**src/rtl/demux_stream_if.sv**
```systemverilog
// Stream demultiplexer bus: one producer side (D/S/B with valid/ready) and
// N_OUT consumer channels packed into Y/Y_valid/Y_ready, plus drop error pulse.
interface demux_stream_if #(
    parameter int WIDTH = 8,
    parameter int N_OUT = 4,
    parameter int SEL_W = $clog2(N_OUT)
);
    logic [WIDTH-1:0]       D;
    logic                   D_valid;
    logic                   D_ready;
    logic [SEL_W-1:0]       S;
    logic                   B;
    logic [N_OUT*WIDTH-1:0] Y;
    logic [N_OUT-1:0]       Y_valid;
    logic [N_OUT-1:0]       Y_ready;
    logic                   err;

    // Producer/consumer environment view
    modport master (
        output D, D_valid, S, B, Y_ready,
        input  D_ready, Y, Y_valid, err
    );

    // Demultiplexer view
    modport slave (
        input  D, D_valid, S, B, Y_ready,
        output D_ready, Y, Y_valid, err
    );
endinterface

```
**src/rtl/demux_stream.sv**
```systemverilog
// 1-to-N_OUT stream demultiplexer with one registered output slot per channel,
// per-channel valid/ready handshake, broadcast mode and a dropped-word error pulse.
module demux_stream #(
    parameter int WIDTH = 8,
    parameter int N_OUT = 4
) (
    input  logic           clk,
    input  logic           rst_n,
    demux_stream_if.slave  bus
);
    localparam int SEL_W = $clog2(N_OUT);
    // One extra bit so N_OUT itself is representable for the range compare
    localparam logic [SEL_W:0] N_LIM = N_OUT[SEL_W:0];

    logic [WIDTH-1:0] y_data [N_OUT];
    logic [N_OUT-1:0] y_valid;
    logic             err_q;

    logic [N_OUT-1:0] free;
    logic [N_OUT-1:0] pop;
    logic [N_OUT-1:0] load;
    logic             sel_ok;
    logic             ready;
    logic             xfer;

    // Channel slot availability, pops and the input-side ready decision
    always_comb begin
        free   = ~y_valid | bus.Y_ready;
        pop    = y_valid & bus.Y_ready;
        sel_ok = ({1'b0, bus.S} < N_LIM);
        ready  = 1'b0;
        if (rst_n) begin
            if (bus.B)
                ready = &free;
            else if (sel_ok)
                ready = free[bus.S];
            else
                ready = 1'b1;
        end
        xfer = bus.D_valid & ready;
    end

    // Per-channel load strobes: broadcast hits all, otherwise the selected one
    always_comb begin
        load = '0;
        for (int unsigned i = 0; i < N_OUT; i++) begin
            load[i] = xfer & (bus.B | (sel_ok & (bus.S == SEL_W'(i))));
        end
    end

    // Channel output registers; a load on the same edge as a pop keeps valid high
    always_ff @(posedge clk or negedge rst_n) begin
        if (!rst_n) begin
            y_valid <= '0;
            for (int unsigned i = 0; i < N_OUT; i++) begin
                y_data[i] <= '0;
            end
        end else begin
            for (int unsigned i = 0; i < N_OUT; i++) begin
                if (load[i]) begin
                    y_data[i]  <= bus.D;
                    y_valid[i] <= 1'b1;
                end else if (pop[i]) begin
                    y_valid[i] <= 1'b0;
                end
            end
        end
    end

    // Error pulse for a word accepted with an out-of-range select and no broadcast
    always_ff @(posedge clk or negedge rst_n) begin
        if (!rst_n)
            err_q <= 1'b0;
        else
            err_q <= xfer & ~bus.B & ~sel_ok;
    end

    // Pack channel slots onto the flat output bus
    always_comb begin
        bus.Y = '0;
        for (int unsigned i = 0; i < N_OUT; i++) begin
            bus.Y[i*WIDTH +: WIDTH] = y_data[i];
        end
        bus.Y_valid = y_valid;
        bus.D_ready = ready;
        bus.err     = err_q;
    end
endmodule

```
**src/flat_wrapper.sv**
```systemverilog
// flat-port wrapper written by rule: the top's interface ports become plain ports
module demux_stream_flat 
#(
    parameter int WIDTH = 8,
    parameter int N_OUT = 4
)
  (clk, rst_n, bus_D, bus_D_valid, bus_S, bus_B, bus_Y_ready, bus_D_ready, bus_Y, bus_Y_valid, bus_err);
  demux_stream_if #(.WIDTH(WIDTH), .N_OUT(N_OUT)) bus_i ();
  input  logic clk;
  input  logic rst_n;
  input wire logic [$bits(bus_i.D)-1:0] bus_D;
  input wire logic [$bits(bus_i.D_valid)-1:0] bus_D_valid;
  input wire logic [$bits(bus_i.S)-1:0] bus_S;
  input wire logic [$bits(bus_i.B)-1:0] bus_B;
  input wire logic [$bits(bus_i.Y_ready)-1:0] bus_Y_ready;
  output wire logic [$bits(bus_i.D_ready)-1:0] bus_D_ready;
  output wire logic [$bits(bus_i.Y)-1:0] bus_Y;
  output wire logic [$bits(bus_i.Y_valid)-1:0] bus_Y_valid;
  output wire logic [$bits(bus_i.err)-1:0] bus_err;
  assign bus_i.D = bus_D;
  assign bus_i.D_valid = bus_D_valid;
  assign bus_i.S = bus_S;
  assign bus_i.B = bus_B;
  assign bus_i.Y_ready = bus_Y_ready;
  assign bus_D_ready = bus_i.D_ready;
  assign bus_Y = bus_i.Y;
  assign bus_Y_valid = bus_i.Y_valid;
  assign bus_err = bus_i.err;
  demux_stream #(.WIDTH(WIDTH), .N_OUT(N_OUT)) u_core (.clk(clk), .rst_n(rst_n), .bus(bus_i));
endmodule
```
**config.mk**
```make
export PLATFORM = sky130hd
export DESIGN_NAME = demux_stream_flat
export DESIGN_NICKNAME = d
export VERILOG_FILES = /design/src/rtl/demux_stream_if.sv /design/src/rtl/demux_stream.sv /design/src/flat_wrapper.sv
export SDC_FILE = /design/constraint.sdc
export NUM_CORES = 1
export LEC_CHECK = 0
export ABC_AREA = 1
export CORE_MARGIN = 2
export CORE_UTILIZATION = 41
export DETAILED_ROUTE_END_ITERATION = 7
export PLACE_DENSITY = 0.84
export REMOVE_ABC_BUFFERS = 1
export SLEW_MARGIN = 20
export SYNTH_ARGS = -nofsm -noshare
export SYNTH_HDL_FRONTEND = slang
export SYNTH_SLANG_ARGS = --single-unit
```
**constraint.sdc**
```tcl
create_clock -name clk -period 1.45 [get_ports clk]
set_clock_uncertainty 0.15 [all_clocks]
set_input_delay 0.2175 -clock clk [delete_from_list [all_inputs] [get_ports clk]]
set_output_delay 0.2175 -clock clk [all_outputs]
set_load 0.01 [all_outputs]
```
==> results of run 1 <==
==> registers in the layout, summed over array words and instances (netlist names) <==
signal and flops:
u_core.bus.Y_valid 4, u_core.bus.Y 32
==> cells in the mapped netlist <==
master,instances
inv_4,1
nand2_4,3
inv_2,1
nand2_1,72
buf_2,1
nand3_1,1
nand2_2,3
nand3_2,1
nor2_2,2
a21oi_1,1
dfrtp_1,36
clkinv_1,1
nand4_4,4
conb_1,1
buf_4,4
o21bai_1,1
nand4_1,32
nor2_1,4
o21ai_2,2
inv_1,6
clkbuf_1,3
nor2_4,2
==> layer usage <==
layer	vias up	GRT usage [%]	wire (µm)
li1	809	-	-
met3	28	7.895	442
met4	0	14.25	227
met1	844	28.86	1852
met5	-	0	0
met2	101	40.66	2698
==> critical path, cell delays in order <==
cell	delay [ps]
clkdlybuf4s50_1	460
inv_1	50
nand2_2	50
o21bai_1	100
nand2_1	100
nor2_4	150
buf_6	120
==> what timing repair did <==
| action | CTS | global route |
|---|---|---|
| buffers inserted | 6 | 2 |
| setup endpoints to repair | 73 | 40 |
| endpoints found under the hold margin | 36 | 0 |
| gates cloned | 4 | 0 |
| resized for setup | 53 | 25 |
| pin swaps | 10 | 13 |
| hold buffers | 1 | 0 |
==> area by class of cell <==
| class | count | area (µm²) | area share [%] |
|---|---|---|---|
| flip-flops and latches | 36 | 900.9 | 32.86 |
| inverters | 9 | 36.28 | 1.324 |
| repair buffers | 86 | 787.0 | 28.71 |
| multi-input cells | 133 | 847.1 | 30.90 |
| clock inverters | 2 | 35.03 | 1.278 |
| clock buffers | 6 | 72.57 | 2.647 |
| well taps | 50 | 62.56 | 2.282 |
==> how the worst max path moves through the flow <==
| stage | startpoint | end | slack (ps) | cells after the start |
|---|---|---|---|---|
| after floorplan | u_core.bus.Y_valid[0]$_DFFE_PN0P_ | u_core.bus.Y[0]$_DFFE_PN0P_ | -120 | 6 |
| after global placement | bus_S[1] | bus_D_ready | -620 | 8 |
| after detailed placement | bus_S[0] | bus_D_ready | -670 | 8 |
| after CTS | bus_Y_ready[0] | bus_D_ready | -180 | 7 |
| final | bus_Y_ready[0] | bus_D_ready | -160 | 7 |
| after global routing | u_core.bus.Y_valid[2]$_DFFE_PN0P_ | u_core.bus.Y[1]$_DFFE_PN0P_ | -250 | 10 |
==> metrics by stage <==
stage          util, %  instances  hold slack [ps]
3_3_place_gp     61.81        303            276.0
6_report         69.03        322            318.8
3_5_place_dp     61.81        303            281.4
2_1_floorplan        -        174           -228.1
4_1_cts          67.52        322            322.4
5_1_grt          69.03        322            336.3
==> power by group <==
group          switching (mW)  leakage, nW  internal, mW
Sequential              0.141        0.451          1.24
Clock                   0.350       0.0552         0.510
Combinational           0.596        0.889         0.521
Total                    1.09         1.40          2.27
==> cell families (layout without fill, tap and decap cells) <==
| logic type | count (synthesis) | after routing |
|---|---|---|
| DFF | 36 | 36 |
| buffers and inverters | 17 | 103 |
| and+or+nand+nor | 124 | 128 |
| other | 1 | 1 |
| AOI/OAI and AO/OA | 4 | 4 |
==> metrics.md, run 1 <==
| Metric | Value |
|---|---|
| CP Class | input port to output port |
| Most common cell after layout, fill and taps aside | nand2_1 |
| Min-Delay Path Class | flop to flop |
| Ys Warns | 0 |
| Pre-antenna DRT Iters | 5 |
| Reg2Reg Setup Slack | -150 ps |
| Leakage | approximately 1.4 nW |
| Die height | between 60 and 70 µm |
| CP arrival | 1240 ps |
| Initial Util | approximately 43% |
| Antenna cells | 0 |
| FF+latch count, synth | 36 |
| Synth unique cells | 22 |
| Final Hold Violating Endpoints | 0 |
| Power density over the cells | between 1000 and 1500 nW/µm² |
| Port Buf Inserts | between 50 and 60 |
| Worst Hold End | u_core.bus.Y[0]$_DFFE_PN0P_ |
| Min Tclk post-route | 1612 ps |
| Status | finished with violations |
| Peak supply drop | approximately 0.7 mV |
| DR WL/cell | about 16 µm |
| Post-route DRC | 0 |
| Commonest cells after routing, fill and taps aside | 54 x nand2_1, 36 x dlygate4sd2_1, 36 x dfrtp_1 |
| Reg2Reg Depth | 10 |
| Synth Cell Area | 1690 µm² |
| Dpl cell area | 2455 µm² |
| Global-route wire length before repair | roughly 8000 µm |
| Synth Instances | approximately 180 |
| Detail Placement HPWL | around 3300 µm |
| Gr ovfl total | 0 |
| Failing checks | negative setup slack |
| Yosys top cell by area | dfrtp_1 |
| Die W | ~68 µm |
| Cell row count | 23 |
| RSZ-0062 raised after global routing | yes |
| Final setup TNS | -3231 ps |
| CP Capture Type | output port |
| Share of the synthesized area in the top cell type | 53.29% |
| Via count of the first global-routing pass | between 1,500 and 2,000 |
| Final ANT Viol Nets | 0 |
| Area growth syn-to-layout | 62.18% |
| Fraction of synthesized area in multiplexers | 0% |
| DRT Wirelength | 5220 µm |
| Full die area | 4653 µm² |
| Synth Area in Adders | 0% |
| All-Layer GR Usage | between 20% and 30% |
| Clock Root Buffer | clkbuf_8 |
| CTS sink cnt | 36 |
| H-tree depth | 2 |
| Share of cells above drive strength 1 | between 30% and 40% |
| Tcrit/Tclk final | 111.2% |
| Worst reg2reg path startpoint | u_core.bus.Y_valid[2]$_DFFE_PN0P_ |
| DR iter-0 viols | between 150 and 200 |
| Required time of the worst setup path | 1080 ps |
| Num ports | 56 |
| Hold_sp | u_core.bus.Y[0]$_DFFE_PN0P_ |
| Worst-path clk slew | about 70 ps |
| Fmax | around 620 MHz |
| Power Total | 3.353 mW |
| FILL cells | between 200 and 300 |
| Place WS | -668.9 ps |
| CTS tree | built |
| Crit start category | input port |
| Post-DR vias/cell | between 5 and 6 |
| Final Slew Violations | 0 |
| Worst-path fanout max | 2 |
| Routability congestion estimate | between 0.8 and 0.9 |
| Nets | 289 |
| Initial antenna violation count | 0 |
| Largest family of logic cells by synthesized area | simple AND/OR/NAND/NOR gates |
| Clk Latency, worst-skew pair | 290 ps |
| Synth top area cells | dfrtp_1 53%, nand2_1 16%, nand4_1 12% |
| Largest net degree at the start of global routing | 37 |
| DR vias | ~1,800 |
| Core Area | approximately 4000 µm² |
| Final Instance Area | 2741 µm² |
| Fin worst setup slack | -162.3 ps |
| Reg2reg end | u_core.bus.Y[1]$_DFFE_PN0P_ |
| Synth Area in Simple Gates | 39.82% |
| Post-synthesis sequential area ratio | 53.29% |
| Compound-gate portion of the synthesized area | under 10% |
| CTS buffer count | 5 |
| Cell count of the worst hold path | 2 |
| Setup violations, final | 34 |
| Clock tree buffer depth | 2 |
| XOR/XNOR share of the synthesized area | 0% |
| Mapped Avg Cell Area | 9.288 µm² |
| Max-cap violation count | 0 |
(Power assumes the default switching activity.)
==> run 2: changes to the inputs <==
- HOLD_SLACK_MARGIN: default -> 0.1
- SKIP_CTS_REPAIR_TIMING: default -> 1
==> metrics.md, run 2 (synthesis results as in run 1) <==
| Metric | Value |
|---|---|
| Required time of the worst setup path | 1080 ps (about the same) |
| Die W | 68.21 µm (unchanged) |
| Crit start category | input port (unchanged) |
| CP top delay family | buffers and inverters (unchanged) |
| Share of cells above drive strength 1 | 29.41% (was 31.25%) |
| Routability congestion estimate | 0.8676 (unchanged) |
| Clock tree buffer depth | 2 (unchanged) |
| RSZ-0062 raised after global routing | yes (unchanged) |
| DR iter-0 viols | 222 (was 184) |
| Initial Util | 42.56% (unchanged) |
| Leakage | 1.783 nW (was 1.396 nW) |
| Global-route wire length before repair | 7113 µm (was 8176 µm) |
| Buf/Inv on CP | 3 (unchanged) |
| Setup violations, final | 34 (unchanged) |
| Die height | 68.21 µm (unchanged) |
| DR vias | 1,798 (was 1,782) |
| Max reg flops | 32 (unchanged) |
| Worst-path fanout max | 2 (unchanged) |
| CP Class | input port to output port (unchanged) |
| Antenna cells | 0 (unchanged) |
| Detail Placement HPWL | 3311 µm (unchanged) |
| FILL cells | 270 (was 286) |
| CP peak stage delay | 460 ps (about the same) |
| Gr ovfl total | 0 (unchanged) |
| Most common cell after layout, fill and taps aside | nand2_1 (unchanged) |
| CTS sink cnt | 36 (unchanged) |
| Status | finished with violations (unchanged) |
| Dpl cell area | 2455 µm² (unchanged) |
| Post-route DRC | 0 (unchanged) |
| CP Capture Type | output port (unchanged) |
| Fmax | 623.6 MHz (was 620.2 MHz) |
| Max stage delay cell, worst path | clkdlybuf4s50_1 (unchanged) |
| Final Slew Violations | 0 (unchanged) |
| Worst path cell trace | clkdlybuf4s50_1 > inv_1 > nand2_2 > o21bai_1 > nand2_1 > nor2_4 > buf_6 (unchanged) |
| Nets | 289 (unchanged) |
| Final Instance Area | 2870 µm² (was 2741 µm²) |
| Full die area | 4653 µm² (unchanged) |
| Power Total | 3.474 mW (was 3.353 mW) |
| Fin worst setup slack | -153.7 ps (was -162.3 ps) |
| Final Hold Violating Endpoints | 0 (unchanged) |
| Clock Root Buffer | clkbuf_8 (unchanged) |
| Final Core Density | 72.27% (was 69.03%) |
| Port Buf Inserts | 54 (unchanged) |
| Via count of the first global-routing pass | 1,479 (was 1,727) |
| Largest net degree at the start of global routing | 37 (unchanged) |
| Post-DR vias/cell | 5.584 (was 5.534) |
| Failing checks | negative setup slack (unchanged) |
| Initial antenna violation count | 0 (unchanged) |
| Min Tclk post-route | 1604 ps (was 1612 ps) |
| H-tree depth | 2 (unchanged) |
| DR WL/cell | 17.25 µm (was 16.21 µm) |
| Commonest cells after routing, fill and taps aside | 59 x nand2_1, 39 x dlymetal6s2s_1, 36 x dfrtp_1 (was 54 x nand2_1, 36 x dlygate4sd2_1, 36 x dfrtp_1) |
| CP arrival | 1240 ps (about the same) |
| Cell row count | 23 (unchanged) |
| Power density over the cells | 1210 nW/µm² (was 1223 nW/µm²) |
| Peak supply drop | 0.8761 mV (was 0.7038 mV) |
| Num ports | 56 (unchanged) |
| Tcrit/Tclk final | 110.6% (was 111.2%) |
| Pre-antenna DRT Iters | 4 (was 5) |
| Worst-path clk slew | 70 ps (about the same) |
| CTS buffer count | 5 (unchanged) |
| All-Layer GR Usage | 21.59% (was 24.95%) |
| Core Area | 3971 µm² (unchanged) |
| Final ANT Viol Nets | 0 (unchanged) |
| CTS tree | built (unchanged) |
| Clk Latency, worst-skew pair | 290 ps (about the same) |
| DRT Wirelength | 5553 µm (was 5220 µm) |
| Min-Delay Path Class | flop to flop (unchanged) |
| Max-cap violation count | 0 (unchanged) |
| Area growth syn-to-layout | 69.80% (was 62.18%) |
-- run 2: cell types whose count changed in the layout (fill, tap and decap cells not counted) --
cell,before,now
buf_4,25,23
dlygate4sd2_1,36,0
clkdlybuf4s15_1,3,0
nand2_2,20,15
buf_12,3,2
buf_6,3,6
nand2_1,54,59
dlymetal6s2s_1,0,39
-- run 2: area by class of cell --
class	count	area (µm²)	share of cell area (%)
Timing Repair Buffer	86	928.4	32.35
Multi-Input combinational cell	133	834.6	29.08
Sequential cell	36	900.9	31.39
Clock inverter	2	35.03	1.221
Clock buffer	6	72.57	2.528
Tap cell	50	62.56	2.180
Inverter	9	36.28	1.264
-- run 2: worst reg2reg max path: stages, from the launching register on --
cell and delay (ps):
dfrtp_1 390, inv_2 60, nor2_2 30, nand2_2 70
buf_6 100, nand2_4 40, nor2_4 160, buf_6 140
nand4_4 150, nand2_1 110, nand2_1 60
-- run 2: path summary, 6_finish.rpt --
kind	start	to	slack [ps]	depth (start not counted)
max in group asynchronous	rst_n	u_core.bus.Y_valid[3]$_DFFE_PN0P_	290	4
setup / recovery	bus_Y_ready[0]	bus_D_ready	-150	7
hold reg to reg	u_core.bus.Y[12]$_DFFE_PN0P_	u_core.bus.Y[12]$_DFFE_PN0P_	320	2
hold / removal	u_core.bus.Y[12]$_DFFE_PN0P_	u_core.bus.Y[12]$_DFFE_PN0P_	320	2
setup reg to reg	u_core.bus.Y_valid[2]$_DFFE_PN0P_	u_core.bus.Y[1]$_DFFE_PN0P_	-140	10
min in group asynchronous	rst_n	u_core.bus.Y[11]$_DFFE_PN0P_	530	4
-- run 2: power by group --
part | switching (mW) | leakage [nW] | internal (mW) | total, mW
Sequential | 0.141 | 0.451 | 1.24 | 1.38
Combinational | 0.606 | 1.28 | 0.615 | 1.22
Clock | 0.365 | 0.0552 | 0.510 | 0.875
-- run 2: per-stage QoR --
step / hold slack (ps) / TNS (ps) / std cells / worst slack, ps
after floorplan: -228.1 / -3865 / 174 / -119.4
after global placement: 276.0 / -18310 / 303 / -617.9
after detailed placement: 281.4 / -21800 / 303 / -668.9
after CTS: -42.47 / -15010 / 311 / -669.7
after global routing: 341.6 / -5777 / 322 / -248.6
final: 322.9 / -3360 / 322 / -153.7
-- run 2: metal layers --
layer	part of all wire [%]	GRT usage (%)	up-vias
met2	52	34.34	117
li1	-	-	803
met4	3.3	9.250	0
met5	0	0	-
met3	9.1	7.072	20
met1	36	26.85	858
==> patch 1: new RTL, settings of run 2 <==
`N_OUT` is set to 4 in 3 places; all go to 16.
--- a/src/rtl/demux_stream_if.sv
+++ b/src/rtl/demux_stream_if.sv
@@ -3,5 +3,5 @@
 interface demux_stream_if #(
     parameter int WIDTH = 8,
-    parameter int N_OUT = 4,
+    parameter int N_OUT = 16,
     parameter int SEL_W = $clog2(N_OUT)
 );
--- a/src/rtl/demux_stream.sv
+++ b/src/rtl/demux_stream.sv
@@ -3,5 +3,5 @@
 module demux_stream #(
     parameter int WIDTH = 8,
-    parameter int N_OUT = 4
+    parameter int N_OUT = 16
 ) (
     input  logic           clk,
--- a/src/flat_wrapper.sv
+++ b/src/flat_wrapper.sv
@@ -3,5 +3,5 @@
 #(
     parameter int WIDTH = 8,
-    parameter int N_OUT = 4
+    parameter int N_OUT = 16
 )
   (clk, rst_n, bus_D, bus_D_valid, bus_S, bus_B, bus_Y_ready, bus_D_ready, bus_Y, bus_Y_valid, bus_err);
Interface: changed (resized bus_S, bus_Y, bus_Y_ready and bus_Y_valid); port bits go from 56 to 178. The function was not compared with the original's and may differ.
==> patch 1 against run 2 <==
The flow finishes with violations (negative hold slack, negative setup slack). Synthesized area increased to 3.8 times the old value. Count of clock-buffer cells in the layout increased by 13. Sequential cell count is 108 higher. Synthesized cell count rose to 4.1 times the old value. Global-route usage rose by 3.4 points. Routed wire length rose to 4.3 times the old value. Sequential power rose to 4.2 times the old value. Design area grew to 3.7 times the old value. Setup slack got worse by 620 ps. Total power increased to 4.4 times the old value. Largest power group unchanged.
==> patch 1: results (changes against run 2) <==
logic_synthesis:
  ys_top_cells_by_count: "nand2_1 (318), dfrtp_1 (144), nand4_1 (135)"
  ys_seq_area_frac: 0.559  # +0.0260
  ys_top_cells_by_area: "dfrtp_1 (56%), nand2_1 (19%), nand4_1 (13%)"
  synth.distinct_cells: 19  # -14%
  syn_inst: 738  # +310%
sta:
  drv_slew: 0  # unchanged
  finalHoldViolCount: 36  # +36
  hold-worst-slack_ps: -286  # -609 ps
  final.setup.worst_slack_ps: -774  # -621 ps
  finalSetupViolCount: 150  # +340%
  tns_ps: -98740  # -95380 ps
final_layout:
  nNetsFinal: 1046  # +260%
  largest_register_ffs: 128  # +300%
  n_fill_cell: 1009  # +270%
  drive_above_1_share: 0.222  # -0.0721
route:
  vias_per_cell: 5.54  # -0.71%
  highest_layer: "met4"
  vias: 6869  # +280%
  firstDrtPassIters: 5  # +1
  met2_length_um: 11700  # +300%
  drt-met1-wl_um: 9550  # +380%
  drt_iter0_drc: 640  # +190%
  wirelength_um: 23900  # +330%
  wl_met3_um: 1930  # +280%
power:
  total_leakage_power_nw: 6.73  # +280%
  power.switching_w: 0.00498  # +350%
  ir_drop_v: 0.000870  # -0.67%
  pwr-share-seq: 0.383  # -0.014
  powerDensity_mw_per_mm2: 1420  # +18%
  p_clk_frac: 0.280  # +0.028
  finalPower_w: 0.0152  # +340%
grt:
  grt_max_degree: 89  # +140%
  met2_usage: 0.394  # +0.0504
  grt_pass1_wl_um: 32100  # +350%
  met1_usage: 0.344  # +0.0755
  grtUsageTotal: 0.250  # +0.0338
  grt_pass1_vias: 5973  # +300%
  met3_usage: 0.0524  # -0.0183
clocking:
  cts-root-buf: "clkbuf_16"
  cts_buffers: 17  # +12
  clk_pin_slew_worst_paths_ps: 60
  clock_latency_ps: 430  # +140 ps
  htreeDepth: 4  # +2
placed_design:
  gp_congestion: 0.885  # +2.0%
  dpl_worst_slack_ps: -1190  # -523 ps
  port_buffers: 176  # +230%
  place_hpwl_um: 13600  # +310%
  place_area_sq_mm: 0.00924  # +280%
worst_setup_path:
  critical-path-top-delay-family: "simple AND/OR/NAND/NOR gates"
  crit_path_top_delay_cell: "dfrtp_1"
  cp.arrival_ps: 2430  # +1190 ps
  crit_start: "u_core.bus.Y_valid[13]"
  rr_worst_depth: 14  # +4
  crit_end: "u_core.bus.Y[104]"
  worstPathMaxFanout: 22  # +20
  slowest_delay_ps: 420  # -40 ps
hold_path:
  hp-class: "in2async"
status:
  status: "complete, but fails checks"
  violations: "negative hold slack, negative setup slack"
==> patch 1: changes by cell type in the layout (fill, tap and decap cells not counted), moves of 8 or more <==
cell | run 2 | this run
clkbuf_16 | 0 | 19
nand4_1 | 32 | 135
inv_1 | 4 | 24
clkdlybuf4s50_1 | 13 | 27
nand4_4 | 8 | 16
nor2_1 | 2 | 18
buf_12 | 2 | 20
buf_4 | 23 | 79
nand2_1 | 59 | 297
buf_6 | 6 | 34
dfrtp_1 | 36 | 144
o21ai_1 | 0 | 16
dlymetal6s2s_1 | 39 | 132
==> patch 1: area by class of cell <==
type                    count  area, sq um  area share
diodes                      1         2.50    0.000234
multi-input cells         524         2760       0.258
inverters                  28          105     0.00982
repair buffers            299         3400       0.317
flip-flops and latches    144         3600       0.337
clock buffers              19          433      0.0404
clock inverters            13          141      0.0132
well taps                 211          264      0.0247
==> patch 1: cells by family after synthesis <==
logic type | synth area share
and+or+nand+nor | 0.369
DFF | 0.559
buffers and inverters | 0.0563
AOI/OAI and AO/OA | 0.0157
other | 0.000582
==> patch 2: new RTL, config.mk and constraints of run 2 <==
Without the edit above. Reset style: synchronous (`rst_n`), changed in 2 clocked blocks.
--- a/src/rtl/demux_stream.sv
+++ b/src/rtl/demux_stream.sv
@@ -50,5 +50,5 @@
 
     // Channel output registers; a load on the same edge as a pop keeps valid high
-    always_ff @(posedge clk or negedge rst_n) begin
+    always_ff @(posedge clk) begin
         if (!rst_n) begin
             y_valid <= '0;
@@ -69,5 +69,5 @@
 
     // Error pulse for a word accepted with an out-of-range select and no broadcast
-    always_ff @(posedge clk or negedge rst_n) begin
+    always_ff @(posedge clk) begin
         if (!rst_n)
             err_q <= 1'b0;
Behaviour: differs if rst_n is asserted again (counterexample within 4 cycles, from zero or initial values and one cycle with rst_n low); with rst_n held inactive, the same outputs for 10 cycles.
==> patch 2 against run 2 <==
Cell count is 22% lower. Routed wire length is 25% lower. Sequential cell count stayed put. The run still ends with negative setup slack left. Design area is 13% lower. Synthesized area is 13% lower. Setup slack better by 5.7 ps. Sequential share of layout area is 10 points higher. First-iteration DRC count is 57% lower.
Power is not compared: it rests on default switching activity, and its combinational part moved more than twofold at a synthesized area within 25%.
==> patch 2: results (changes against run 2) <==
grt:
  grt_pass1_vias: 1143  # -23%
  grtUsageTotal: 0.169  # -0.0467
  overflow: 0  # unchanged
  grt_pass1_wl_um: 5040  # -29%
  grt_max_degree: 11  # -70%
status:
  violations: "negative setup slack"
  status: "complete, but fails checks"
logic_synthesis:
  async_flop_share: 0  # -1.00
  ys_top_cells_by_area: "edfxtp_1 (66%), nor2_1 (9.2%), dfxtp_1 (5.5%)"
  synth_edf_count: 32  # +32
  syn-cell-area_sq_mm: 0.00147  # -13%
  ys_top_cells_by_count: "nor2_1 (36), edfxtp_1 (32), inv_1 (19)"
  synth.distinct_cells: 14  # -36%
  ys_seq_area_frac: 0.710  # +0.177
  synth_top_flop_cell: "edfxtp_1"
clocking:
  cts-root-buf: "clkbuf_4"
  clk_pin_slew_worst_paths_ps: 100  # +30 ps
route:
  drt_iter0_drc: 95  # -57%
  wirelength_um: 4180  # -25%
  vias: 1208  # -33%
worst_setup_path:
  r2r_start: "u_core.bus.Y_valid[2]"
  r2r-end: "u_core.y_data[1][5]"
  rr_worst_depth: 9  # -1
  slowest_delay_ps: 350  # -110 ps
  crit_path_top_delay_cell: "dfxtp_2"
sta:
  tns_ps: -7030  # -3670 ps
  final.setup.worst_slack_ps: -148  # +5.74 ps
  finalSetupViolCount: 66  # +94%
hold_path:
  hold_depth: 4  # +2
  hp-class: "reg2reg"
  hold_start: "u_core.bus.Y_valid[3]"
final_layout:
  nNetsFinal: 222  # -23%
  drive_above_1_share: 0.312  # +0.0181
placed_design:
  place_hpwl_um: 2590  # -22%
  dpl_worst_slack_ps: -697  # -28.4 ps
  gp_congestion: 0.819  # -5.6%
patch 2: cell count changes in the layout (fill, tap and decap cells not counted), sizes merged, moves of 4 or more:
cell           run 2  this run
nand4             40         0
inv                8        20
nand2             78        15
dfrtp             36         0
edfxtp             0        32
nor2               8        37
dfxtp              0         4
buf               33        24
patch 2: worst max path at each step:
stage	startpoint	end	slack (ps)
global placement	bus_S[0]	bus_D_ready	-630
CTS	bus_S[0]	bus_D_ready	-680
floorplan	u_core.bus.Y_valid[3]	u_core.y_data[0][0]	-190
finish	u_core.bus.Y_valid[2]	bus_D_ready	-150
detailed placement	bus_S[0]	u_core.y_data[1][7]	-700
global route	u_core.bus.Y_valid[2]	u_core.y_data[1][5]	-220
patch 2: per-layer routing:
metal	share of wire	vias to the layer above	global-route usage
met5	0	-	0
met4	0.015	0	0.101
met3	0.082	7	0.0616
met2	0.53	85	0.303
met1	0.37	566	0.164
li1	-	550	-
patch 2: cells by family after synthesis:
| logic type | synth area share |
|---|---|
| DFF | 0.710 |
| other | 0.00256 |
| buffers and inverters | 0.0563 |
| and+or+nand+nor | 0.204 |
| AOI/OAI and AO/OA | 0.0273 |
patch 2: through the flow:
stage	power (W)	hold slack, ps	instances	util
floorplan	0.00140	252	119	-
global placement	0.00169	392	240	0.672
detailed placement	0.00170	398	240	0.672
CTS	0.00217	406	248	0.686
global route	0.00228	409	251	0.737
finish	0.00221	399	251	0.737
patch 2: cell type report:
class | instances | area (sq um)
well taps | 46 | 57.6
multi-input cells | 63 | 412
inverters | 20 | 75.1
fillers | 197 | 892
clock buffers | 7 | 45.0
flip-flops and latches | 36 | 1040
repair buffers | 78 | 860
clock inverters | 1 | 3.75
patch 2: worst max-delay path, delay by kind of cell (launching register included):
family / cells / cell delay [ps]
and+or+nand+nor: 4 / 380
DFF: 1 / 350
buffers and inverters: 2 / 150
patch 2: power by group:
| group | internal, W | leakage (nW) | switching (W) | total (W) |
|---|---|---|---|---|
| Sequential | 0.00121 | 0.366 | 0.0000227 | 0.00123 |
| Combinational | 0.000231 | 1.06 | 0.000224 | 0.000454 |
| Clock | 0.000186 | 0.0269 | 0.000333 | 0.000519 |
